===== config.mk =====
export PLATFORM = sky130hd
export DESIGN_NAME = instr_sequencer
export DESIGN_NICKNAME = d
export VERILOG_FILES = /design/src/rtl/instr_sequencer.sv
export SDC_FILE = /design/constraint.sdc
export NUM_CORES = 1
export LEC_CHECK = 0
export ABC_AREA = 1
export BUFFER_PORTS_ARGS = -buffer_cell sky130_fd_sc_hd__buf_2
export CAP_MARGIN = 30
export CORE_MARGIN = 2
export CORE_UTILIZATION = 63
export DETAILED_ROUTE_END_ITERATION = 7
export PLACE_DENSITY_LB_ADDON = 0.08
export SYNTH_ARGS = -nofsm -noshare
export SYNTH_HDL_FRONTEND = slang
export SYNTH_SLANG_ARGS = --single-unit
export TNS_END_PERCENT = 30

===== constraint.sdc =====
create_clock -name clk -period 4.15 [get_ports clk]
set_input_delay 0.83 -clock clk [delete_from_list [all_inputs] [get_ports clk]]
set_output_delay 0.83 -clock clk [all_outputs]
set_load 0.02 [all_outputs]

===== src/rtl/instr_sequencer.sv =====
// Program sequencer: loadable program memory, pc stepping and valid/ready issue of decoded fields.
// Optional single-step mode is enabled by defining INSTR_SEQUENCER_SINGLE_STEP_EN.
module instr_sequencer #(
  parameter int DEPTH = 16,
  parameter int PC_W  = 4
) (
  input  logic            clk,
  input  logic            rst,
  input  logic            start,
  input  logic            prog_we,
  input  logic [PC_W-1:0] prog_addr,
  input  logic [4:0]      prog_data,
`ifdef INSTR_SEQUENCER_SINGLE_STEP_EN
  input  logic            step,
`endif
  input  logic            issue_ready,
  output logic            issue_valid,
  output logic [1:0]      number,
  output logic            reg_in,
  output logic            oper,
  output logic [PC_W-1:0] pc,
  output logic            busy,
  output logic            done
);

  localparam logic [4:0]      HALT_WORD = 5'b10000;
  localparam logic [PC_W-1:0] LAST_PC   = PC_W'(DEPTH - 1);

`ifdef INSTR_SEQUENCER_SINGLE_STEP_EN
  typedef enum logic [2:0] {S_IDLE, S_FETCH, S_ISSUE, S_DONE, S_PAUSE} state_t;
`else
  typedef enum logic [1:0] {S_IDLE, S_FETCH, S_ISSUE, S_DONE} state_t;
`endif

  state_t          state_reg;
  logic [4:0]      mem [DEPTH];
  logic [DEPTH-1:0] word_we;
  logic            prog_open;
  logic [4:0]      fetch_word;

  // The program may only change while nothing is executing.
  assign prog_open  = (state_reg == S_IDLE) || (state_reg == S_DONE);
  assign fetch_word = mem[pc];

  generate
    for (genvar gi = 0; gi < DEPTH; gi++) begin : g_word_we
      assign word_we[gi] = prog_we && prog_open && (prog_addr == PC_W'(gi));
    end
  endgenerate

  // Reset must refill every word with halt, so the store is a register array.
  always_ff @(posedge clk) begin
    if (rst) begin
      for (int i = 0; i < DEPTH; i++) mem[i] <= HALT_WORD;
    end else begin
      for (int i = 0; i < DEPTH; i++) begin
        if (word_we[i]) mem[i] <= prog_data;
      end
    end
  end

  always_ff @(posedge clk) begin
    if (rst) begin
      state_reg   <= S_IDLE;
      issue_valid <= 1'b0;
      number      <= 2'b00;
      reg_in      <= 1'b0;
      oper        <= 1'b0;
      pc          <= '0;
      busy        <= 1'b0;
      done        <= 1'b0;
    end else begin
      case (state_reg)
        S_IDLE, S_DONE: begin
          if (start) begin
            pc        <= '0;
            done      <= 1'b0;
            busy      <= 1'b1;
            state_reg <= S_FETCH;
          end
        end
        S_FETCH: begin
          if (fetch_word[4]) begin
            busy      <= 1'b0;
            done      <= 1'b1;
            state_reg <= S_DONE;
          end else begin
            number      <= fetch_word[3:2];
            reg_in      <= fetch_word[1];
            oper        <= fetch_word[0];
            issue_valid <= 1'b1;
            state_reg   <= S_ISSUE;
          end
        end
        S_ISSUE: begin
          // issue_valid is always high here, so ready alone completes the handshake.
          if (issue_ready) begin
            issue_valid <= 1'b0;
            if (pc == LAST_PC) begin
              busy      <= 1'b0;
              done      <= 1'b1;
              state_reg <= S_DONE;
            end else begin
              pc <= pc + 1'b1;
`ifdef INSTR_SEQUENCER_SINGLE_STEP_EN
              state_reg <= S_PAUSE;
`else
              state_reg <= S_FETCH;
`endif
            end
          end
        end
`ifdef INSTR_SEQUENCER_SINGLE_STEP_EN
        S_PAUSE: begin
          if (step) state_reg <= S_FETCH;
        end
`endif
        default: state_reg <= S_IDLE;
      endcase
    end
  end

endmodule


==> flow_metrics.py <==
metrics = {
    "outcome": {
        "status": "finished clean",
    },
    "cts": {
        "h-tree-depth": 3,
        "post_cts_buffers": 0,
        "clock_latency_ns": 0.37,
        "cts_hold_buffers": 0,
        "ctsResizeCount": 0,
        "cts_num_sinks": 97,
        "clockBufferDepth": 2,
        "clkTransAtPathRegs_ns": 0.11,
        "ctsRootBufferMaster": "clkbuf_8",
        "numCtsBuffers": 9,
        "cts_tree": "built",
    },
    "layout": {
        "largest-register": "mem",
        "layout.cells.non_filler": 549,
        "drive_above_1_share_pct": 13.9,
        "multiInputGateArea_um2": 1370,
        "largest_reg_flops": 80,
        "diodes": 0,
        "final_common_cell": "nor2_1",
        "fin_util_pct": 69.6,
        "fillers": 521,
        "regArea_um2": 2740,
        "nNetsFinal": 481,
        "layout_common_cells": "nor2_1 (104), edfxtp_1 (80), nand2_1 (62), inv_1 (36), o21ai_0 (27)",
        "top_regs": "mem (80), pc (4)",
        "area_growth_pct": 7.24,
    },
    "synth": {
        "async_reset_ff_share_pct": 0,
        "synthCells": 444,
        "syn_area_per_cell_um2": 9.88,
        "synth_cell_types": 32,
        "synth_seq_area_share_pct": 62.5,
        "synth_area_um2": 4390,
        "synth_area_leaders": "edfxtp_1 (55%), nor2_1 (8.9%), dfxtp_1 (7.8%)",
        "syn-num-nets": 461,
        "yosys_warnings": 0,
        "synth_top_cell_by_area": "edfxtp_1",
        "synth_top_flop_cell": "edfxtp_1",
        "synth_seq_cells": 97,
        "synth_top_area_share_pct": 54.7,
        "synth_edf_count": 80,
    },
    "sta": {
        "fmax_ghz": 0.444,
        "final_hold_viol_count": 0,
        "fin_crit_ns": 2.25,
        "setup_slack_ns": 1.90,
        "setup_viol": 0,
        "worst_pin_slew_ns": 0.929,
        "final-max-slew-violation-count": 0,
        "period_share_pct": 54.3,
        "max_slew_margin_pct": 37.4,
        "rsz0062_at_grt": "no",
        "hold_ws_ns": 0.473,
        "fin_setup_tns_ns": 0,
        "fin_skew_ns": 0.0158,
    },
    "hold_path": {
        "hold_depth": 2,
        "min_path_type": "reg -> reg",
        "min-delay-start": "done$_SDFFE_PP0P_",
        "holdPathEnd": "done$_SDFFE_PP0P_",
    },
    "grt": {
        "gr-max-usage-layer": "met2",
        "grt_max_degree": 42,
        "met1_usage_pct": 38.4,
        "grt_use_met3_pct": 4.27,
        "antenna_found_initial": 0,
        "grt_use_met2_pct": 43.5,
        "track_usage_pct": 27.7,
        "grt_pass1_wl_mm": 15.6,
        "grt_pass1_vias": 3161,
        "overflow": 0,
    },
    "power": {
        "peakVddDrop_uv": 292,
        "p_leak_nw": 1.86,
        "power.density_nw_per_um2": 428,
    },
    "setup_path": {
        "crit_type": "reg -> reg",
        "end_kind": "flip-flop",
        "required_ns": 4.46,
        "crit_arrival_ns": 2.57,
        "r2r_setup_slack_ns": 1.90,
        "critPathMaxFanout": 41,
        "r2r_cells": 10,
        "crit_path_start_kind": "flip-flop",
        "r2r-end": "reg_in$_SDFFE_PP0P_",
    },
    "placed_design": {
        "place_inst": 533,
        "hpwl_mm": 6.68,
        "dp_slack_ns": 1.65,
        "io_buffer_count": 24,
        "place.gp.congestion": 0.919,
    },
    "routing": {
        "vias": 3214,
        "totalWireLength_mm": 9.88,
        "wire_per_inst_um": 18.0,
        "firstDrtPassIters": 5,
        "drtIter0Drc": 309,
        "drcViolationCount": 0,
        "vias_per_cell": 5.85,
        "postRouteAntennaNets": 0,
    },
    "die": {
        "num_rows": 30,
        "die_w_um": 87.5,
        "fp.dieH_um": 87.5,
        "pin_count": 25,
        "die_area_um2": 7650,
        "start_util_pct": 64.9,
        "coreArea_um2": 6760,
    },
    "run": {
        "cap_violations": 0,
    },
}
-- worst max-delay path, cell delays in order (launching register included) --
cell,delay [ns]
dfxtp_1,0.31
buf_4,0.26
inv_2,0.58
nand2_1,0.16
nand3_1,0.12
nand3_1,0.14
nand3_2,0.14
nand3_4,0.13
inv_4,0.12
o21ai_1,0.06
nor2_1,0.14
-- metal layers --
| layer | part of all wire, % | wire, um |
|---|---|---|
| met5 | 0 | 0 |
| met4 | 2.3 | 230 |
| met3 | 6.5 | 644 |
| met2 | 48 | 4740 |
| met1 | 43 | 4260 |
-- cell usage after synthesis, types with 2 or more instances --
cell and n:
nor2_1 104, edfxtp_1 80, nand2_1 62, inv_1 36
o21ai_0 27, nand3_1 19, o21ai_1 19, dfxtp_1 17
o221ai_1 9, a21oi_1 8, nand3_2 8, buf_2 5
clkbuf_1 5, inv_2 5, nand2_2 5, clkinv_1 4
nor3_1 4, o211ai_1 4, buf_4 3, buf_6 3
ha_1 3, a21oi_2 2, o22ai_1 2, xor2_1 2
-- logic make-up (layout without fill, tap and decap cells) --
family          Yosys count  in the layout  share of synthesized area [%]
compound gates           74             74                           9.84
fa+ha+maj                 3              3                          0.856
flops                    97             97                           62.5
buf+inv                  63             88                           6.36
simple gates            205            205                           20.0
xor+xnor                  2              2                          0.399
-- through the flow --
step	area (um^2)	power (mW)
floorplan	4390	1.37
global placement	4520	1.44
detailed placement	4520	1.45
CTS	4710	2.01
global route	4710	2.09
finish	4710	2.01
-- final cells by class --
class / count / area share, %
well taps: 80 / 2.13
clock inverters: 7 / 1.33
multi-input cells: 284 / 29.0
flip-flops and latches: 97 / 58.3
repair buffers: 26 / 2.87
inverters: 46 / 3.72
clock buffers: 9 / 2.63
-- power by group --
group	switching [mW]	internal [mW]	total (mW)	leakage [nW]
clock network	0.353	0.229	0.583	0.0923
logic	0.223	0.0838	0.307	0.840
registers	0.0193	1.11	1.13	0.924
-- worst max-delay path by stage --
stage                             from              endpoint  slack, ns  depth (start not counted)
final                        flip-flop   reg_in$_SDFFE_PP0P_       1.90                         10
after global routing         flip-flop   reg_in$_SDFFE_PP0P_       1.70                         10
after global placement             rst  mem[15][2]$_DFFE_PP_       1.68                          3
after CTS                    flip-flop     oper$_SDFFE_PP0P_       1.90                         10
after detailed placement           rst  mem[15][2]$_DFFE_PP_       1.65                          3
after floorplan           prog_addr[0]  mem[13][0]$_DFFE_PP_       2.19                          4
Power figures use the tool's default switching activity.
